[src/rtl/custom_protocol_rx.sv]
// Frame receiver: a bit-0 edge on the selected bus opens a frame of BEATS strobed
// words followed by one XOR checksum word; direction changes and idle gaps abort it.
module custom_protocol_rx #(
   parameter int DATA_W  = 4,
   parameter int BEATS   = 4,
   parameter int TIMEOUT = 15
) (
   input  logic                    clk,
   input  logic                    rst,
   input  logic                    direction_pin,
   input  logic                    strobe_pin,
   input  logic [DATA_W-1:0]       master_data_in,
   input  logic [DATA_W-1:0]       slave_data_in,
   output logic [DATA_W*BEATS-1:0] frame_data,
   output logic                    frame_dir,
   output logic                    frame_valid,
   output logic                    frame_error,
   output logic                    timeout_err,
   output logic                    busy,
   output logic [7:0]              err_count
);

   localparam int         FRAME_W    = DATA_W * BEATS;
   localparam logic [4:0] LAST_BEAT  = 5'(BEATS - 1);
   localparam logic [7:0] IDLE_LIMIT = 8'(TIMEOUT - 1);

   typedef enum logic [1:0] {IDLE, DATA, CHECK} state_t;

   state_t              state_q, state_d;
   logic                prev_m_q, prev_m_d;
   logic                prev_s_q, prev_s_d;
   logic                dir_lat_q, dir_lat_d;
   logic [4:0]          beat_cnt_q, beat_cnt_d;
   logic [7:0]          idle_cnt_q, idle_cnt_d;
   logic [DATA_W-1:0]   xor_q, xor_d;
   logic [FRAME_W-1:0]  slots_q, slots_d;
   logic [FRAME_W-1:0]  frame_data_q, frame_data_d;
   logic                frame_dir_q, frame_dir_d;
   logic                frame_valid_q, frame_valid_d;
   logic                frame_error_q, frame_error_d;
   logic                timeout_err_q, timeout_err_d;
   logic [7:0]          err_count_q, err_count_d;

   logic [DATA_W-1:0]   sel_bus;
   logic                prev_sel;

   always_comb begin
      sel_bus       = direction_pin ? master_data_in : slave_data_in;
      prev_sel      = direction_pin ? prev_m_q : prev_s_q;

      state_d       = state_q;
      prev_m_d      = master_data_in[0];
      prev_s_d      = slave_data_in[0];
      dir_lat_d     = dir_lat_q;
      beat_cnt_d    = beat_cnt_q;
      idle_cnt_d    = idle_cnt_q;
      xor_d         = xor_q;
      slots_d       = slots_q;
      frame_data_d  = frame_data_q;
      frame_dir_d   = frame_dir_q;
      frame_valid_d = 1'b0;
      frame_error_d = 1'b0;
      timeout_err_d = 1'b0;

      case (state_q)
         IDLE: begin
            // The start cycle itself never carries a beat, strobed or not.
            if (sel_bus[0] != prev_sel) begin
               state_d    = DATA;
               dir_lat_d  = direction_pin;
               beat_cnt_d = 5'd0;
               idle_cnt_d = 8'd0;
               xor_d      = '0;
            end
         end
         DATA, CHECK: begin
            if (direction_pin != dir_lat_q) begin
               state_d       = IDLE;
               frame_error_d = 1'b1;
            end else if (strobe_pin) begin
               idle_cnt_d = 8'd0;
               if (state_q == DATA) begin
                  for (int i = 0; i < BEATS; i++) begin
                     if (beat_cnt_q == 5'(i)) slots_d[i*DATA_W +: DATA_W] = sel_bus;
                  end
                  xor_d      = xor_q ^ sel_bus;
                  beat_cnt_d = beat_cnt_q + 5'd1;
                  if (beat_cnt_q == LAST_BEAT) state_d = CHECK;
               end else begin
                  if (sel_bus == xor_q) begin
                     frame_valid_d = 1'b1;
                     frame_data_d  = slots_q;
                     frame_dir_d   = dir_lat_q;
                  end else begin
                     frame_error_d = 1'b1;
                  end
                  state_d = IDLE;
               end
            end else if (idle_cnt_q == IDLE_LIMIT) begin
               state_d       = IDLE;
               frame_error_d = 1'b1;
               timeout_err_d = 1'b1;
            end else begin
               idle_cnt_d = idle_cnt_q + 8'd1;
            end
         end
         default: state_d = IDLE;
      endcase

      err_count_d = (frame_error_d && err_count_q != 8'hFF) ? err_count_q + 8'd1 : err_count_q;
   end

   always_ff @(posedge clk or posedge rst) begin
      if (rst) begin
         state_q       <= IDLE;
         prev_m_q      <= 1'b0;
         prev_s_q      <= 1'b0;
         dir_lat_q     <= 1'b0;
         beat_cnt_q    <= 5'd0;
         idle_cnt_q    <= 8'd0;
         xor_q         <= '0;
         frame_data_q  <= '0;
         frame_dir_q   <= 1'b0;
         frame_valid_q <= 1'b0;
         frame_error_q <= 1'b0;
         timeout_err_q <= 1'b0;
         err_count_q   <= 8'd0;
      end else begin
         state_q       <= state_d;
         prev_m_q      <= prev_m_d;
         prev_s_q      <= prev_s_d;
         dir_lat_q     <= dir_lat_d;
         beat_cnt_q    <= beat_cnt_d;
         idle_cnt_q    <= idle_cnt_d;
         xor_q         <= xor_d;
         frame_data_q  <= frame_data_d;
         frame_dir_q   <= frame_dir_d;
         frame_valid_q <= frame_valid_d;
         frame_error_q <= frame_error_d;
         timeout_err_q <= timeout_err_d;
         err_count_q   <= err_count_d;
      end
   end

   // Slot storage is fully rewritten before any frame can complete, so it needs no reset.
   always_ff @(posedge clk) begin
      slots_q <= slots_d;
   end

   assign frame_data  = frame_data_q;
   assign frame_dir   = frame_dir_q;
   assign frame_valid = frame_valid_q;
   assign frame_error = frame_error_q;
   assign timeout_err = timeout_err_q;
   assign busy        = (state_q != IDLE);
   assign err_count   = err_count_q;

endmodule

[config.mk]
export PLATFORM = sky130hd
export DESIGN_NAME = custom_protocol_rx
export DESIGN_NICKNAME = d
export VERILOG_FILES = /design/src/rtl/custom_protocol_rx.sv
export SDC_FILE = /design/constraint.sdc
export NUM_CORES = 1
export LEC_CHECK = 0
export BUFFER_PORTS_ARGS = -buffer_cell sky130_fd_sc_hd__clkbuf_2
export CAP_MARGIN = 25
export CORE_AREA = 2 2 92 94
export DETAILED_ROUTE_END_ITERATION = 12
export DIE_AREA = 0 0 94 96
export GPL_ROUTABILITY_DRIVEN = 0
export PLACE_DENSITY = 0.55
export SYNTH_ARGS = -nofsm -noshare
export SYNTH_HDL_FRONTEND = slang
export SYNTH_SLANG_ARGS = --single-unit
[constraint.sdc]
create_clock -name clk -period 2.55 [get_ports clk]
set_input_delay 0.51 -clock clk [delete_from_list [all_inputs] [get_ports clk]]
set_output_delay 0.51 -clock clk [all_outputs]
set_load 0.01 [all_outputs]
==> results.cfg <==
[run_status]
status = complete, no violations

[clock_tree]
clk_latency_ns = 0.35
cts_resized = 0
ctsHoldBuffers = 0
numCtsBuffers = 9
cts_sinks = 66
clock_path_buffers = 2
postCtsSetupRepairBufs = 0
cts_tree = yes
cts_root_buffer = clkbuf_8
clkSlewWorstSetupHoldPaths_ns = 0.07
cts_htree_levels = 3

[worst_setup_path]
arrival_ns = 2.34
critPathKind = input port to register
start_kind = input port
worstPathRequired_ns = 2.78
end_kind = register
cp_max_fo = 18

[synthesis]
yosys_warnings = 0
yosys.area.top_type = dfrtp_1
synth-adder-area-share = 0.0361
yosys.cell_types.count = 45
yosys-top-cells-area = dfrtp_1, edfxtp_1, mux2_4
synth_common_cells = dfrtp_1, o21ai_0, edfxtp_1
synth_edf_count = 16
yosysTopAreaCellShare = 0.401
avgSynthCellArea_um2 = 12.3
ys_seq_area_frac = 0.555
syn-cell-area_mm2 = 0.00312
ys_ff_latch = 66
synth-simple-area-share = 0.118
syn_nets = 275
synthMostInstantiatedCell = dfrtp_1
muxShareOfSynthArea = 0.105
synthCells = 254
synth_xor_area_frac = 0.0309
ys.flop_type = dfrtp_1
synth_compound_area_frac = 0.120
async_flop_share = 0.758
synth_top_family_by_area = compound AO/OA/AOI/OAI gates

[drt]
drtIter0Drc = 97
met3WireLength_um = 288
drt_first_pass_iters = 4
wl_per_cell_um = 14.4
wl_met1_um = 2760
met2_length_um = 2930
vias_per_cell = 4.98
totalWireLength_um = 6020
num_vias = 2085
postRouteAntennaNets = 0
highest_layer = met4
drc = 0

[cells_and_area]
stdcell_count = 419
final_nets = 330
syn2layout_area_growth_pct = 19.0
antenna_cells = 0
drive_above_1_share = 0.306
post-route-util = 0.461

[power_and_ir_drop]
finalPower_uw = 3830
p_leak_uw = 0.00168
ir_drop_mv = 0.539
power_density_mw_per_mm2 = 1030

[sta]
rsz0062_at_grt = no
slew_violations = 0
skew_ns = 0.0102
finalSetupViolCount = 0
slew_headroom = 0.636
fin_crit_sh = 0.827
worst_pin_slew_ns = 0.545
min_period_ns = 2.11
clock.fmax_mhz = 474
tns_ns = 0
hold_viol_final = 0

[die]
initial_utilization = 0.388
rows = 33
die_x_um = 94
coreArea_mm2 = 0.00805
io_pins = 41
dieArea_mm2 = 0.00902
die_h_um = 96

[grt]
grt-ovfl-total = 0
grt_pass1_wl_um = 9950
antenna_found_initial = 0
grt_max_degree = 27
grt_pass1_vias = 2037
grt_usage = 0.145

[placement]
hpwl_um = 4230
place_inst = 403
portBuffers = 40

[min_path]
hold_class = input port to asynchronous set/reset pin

[flow_run]
max-cap-violations = 0
[cell usage in the layout, fill, tap and decap left out, types with 2 or more instances in the layout]
master	netlist	routed
mux2i_1	4	4
bufinv_16	0	2
buf_4	0	10
and3_1	4	4
dfrtp_1	50	50
a22o_1	4	4
a211oi_1	3	3
inv_1	14	13
nand2b_1	6	6
o31ai_1	12	12
nor2_1	11	11
mux2_2	10	10
clkinv_4	0	2
xor2_1	6	6
mux2i_2	2	2
nand3_1	11	11
mux2_4	9	9
nand2_1	13	13
o21ai_0	20	20
and2_1	8	8
nor4_1	2	2
and4_1	2	2
edfxtp_1	16	16
or2_2	4	4
xnor2_1	5	5
o211ai_1	2	2
clkbuf_2	0	40
ha_1	9	9
clkbuf_8	0	9
a31oi_1	3	3
inv_6	0	2
[routing by layer]
layer	up-vias	global-route usage
li1	1032	-
met1	1005	0.184
met2	43	0.236
met3	5	0.0493
met4	0	0.0435
met5	-	0
[kinds of logic after synthesis]
logic type,count (synthesis)
AO/OA/AOI/OAI,53
buffers and inverters,21
adder cells (fa/ha/maj),9
flip-flops,66
AND/OR/NAND/NOR,68
XOR/XNOR,11
multiplexers,26
[area by class of cell]
class | instances | area, µm²
Timing Repair Buffer | 51 | 295
Tap cell | 105 | 131
Fill cell | 760 | 4340
Inverter | 14 | 52.6
Sequential cell | 66 | 1730
Clock inverter | 7 | 100
Multi-Input combinational cell | 167 | 1280
Clock buffer | 9 | 124
[power by group]
part           total [µW]  internal [µW]  switching, µW
sequential           1530           1310            213
combinational        1320            572            747
clock                 991            559            432
total                3830           2440           1390
[state kept, by name, summed over array words and instances, names as in the netlist]
signal and flops:
frame_dir 1, frame_error 1, xor_q 4, frame_valid 1, prev_s_q 1, beat_cnt_q 5
timeout_err 1, prev_m_q 1, err_count 8, dir_lat_q 1, slots_q 16, state_q 2
idle_cnt_q 8, frame_data 16
[worst paths after layout]
check,startpoint,endpoint,slack [ns],depth (start not counted)
setup reg to reg,state_q[0],slots_q[6],0.46,6
hold / removal,rst,frame_data[3],0.19,2
hold reg to reg,slots_q[6],frame_data[6],0.48,1
setup / recovery,direction_pin,frame_data[13],0.44,7
max in group asynchronous,rst,frame_data[12],1.77,3
min in group clk,master_data_in[0],prev_m_q,0.33,1
[per-stage QoR]
stage | hold WS (ns) | cell area (µm²) | setup slack (ns)
after floorplan | 0.454 | 3120 | 0.350
after global placement | 0.458 | 3490 | 0.113
after detailed placement | 0.462 | 3490 | 0.0655
after CTS | 0.202 | 3710 | 0.434
after global routing | 0.229 | 3710 | 0.257
final | 0.189 | 3710 | 0.441
[worst max-delay path, stage by stage]
cell	delay, ns
clkbuf_2	0.25
mux2i_2	0.33
xnor2_1	0.18
nor4_1	0.27
and4_1	0.27
buf_12	0.18
mux2_2	0.35
No activity file was read; power rests on OpenSTA's default activity.
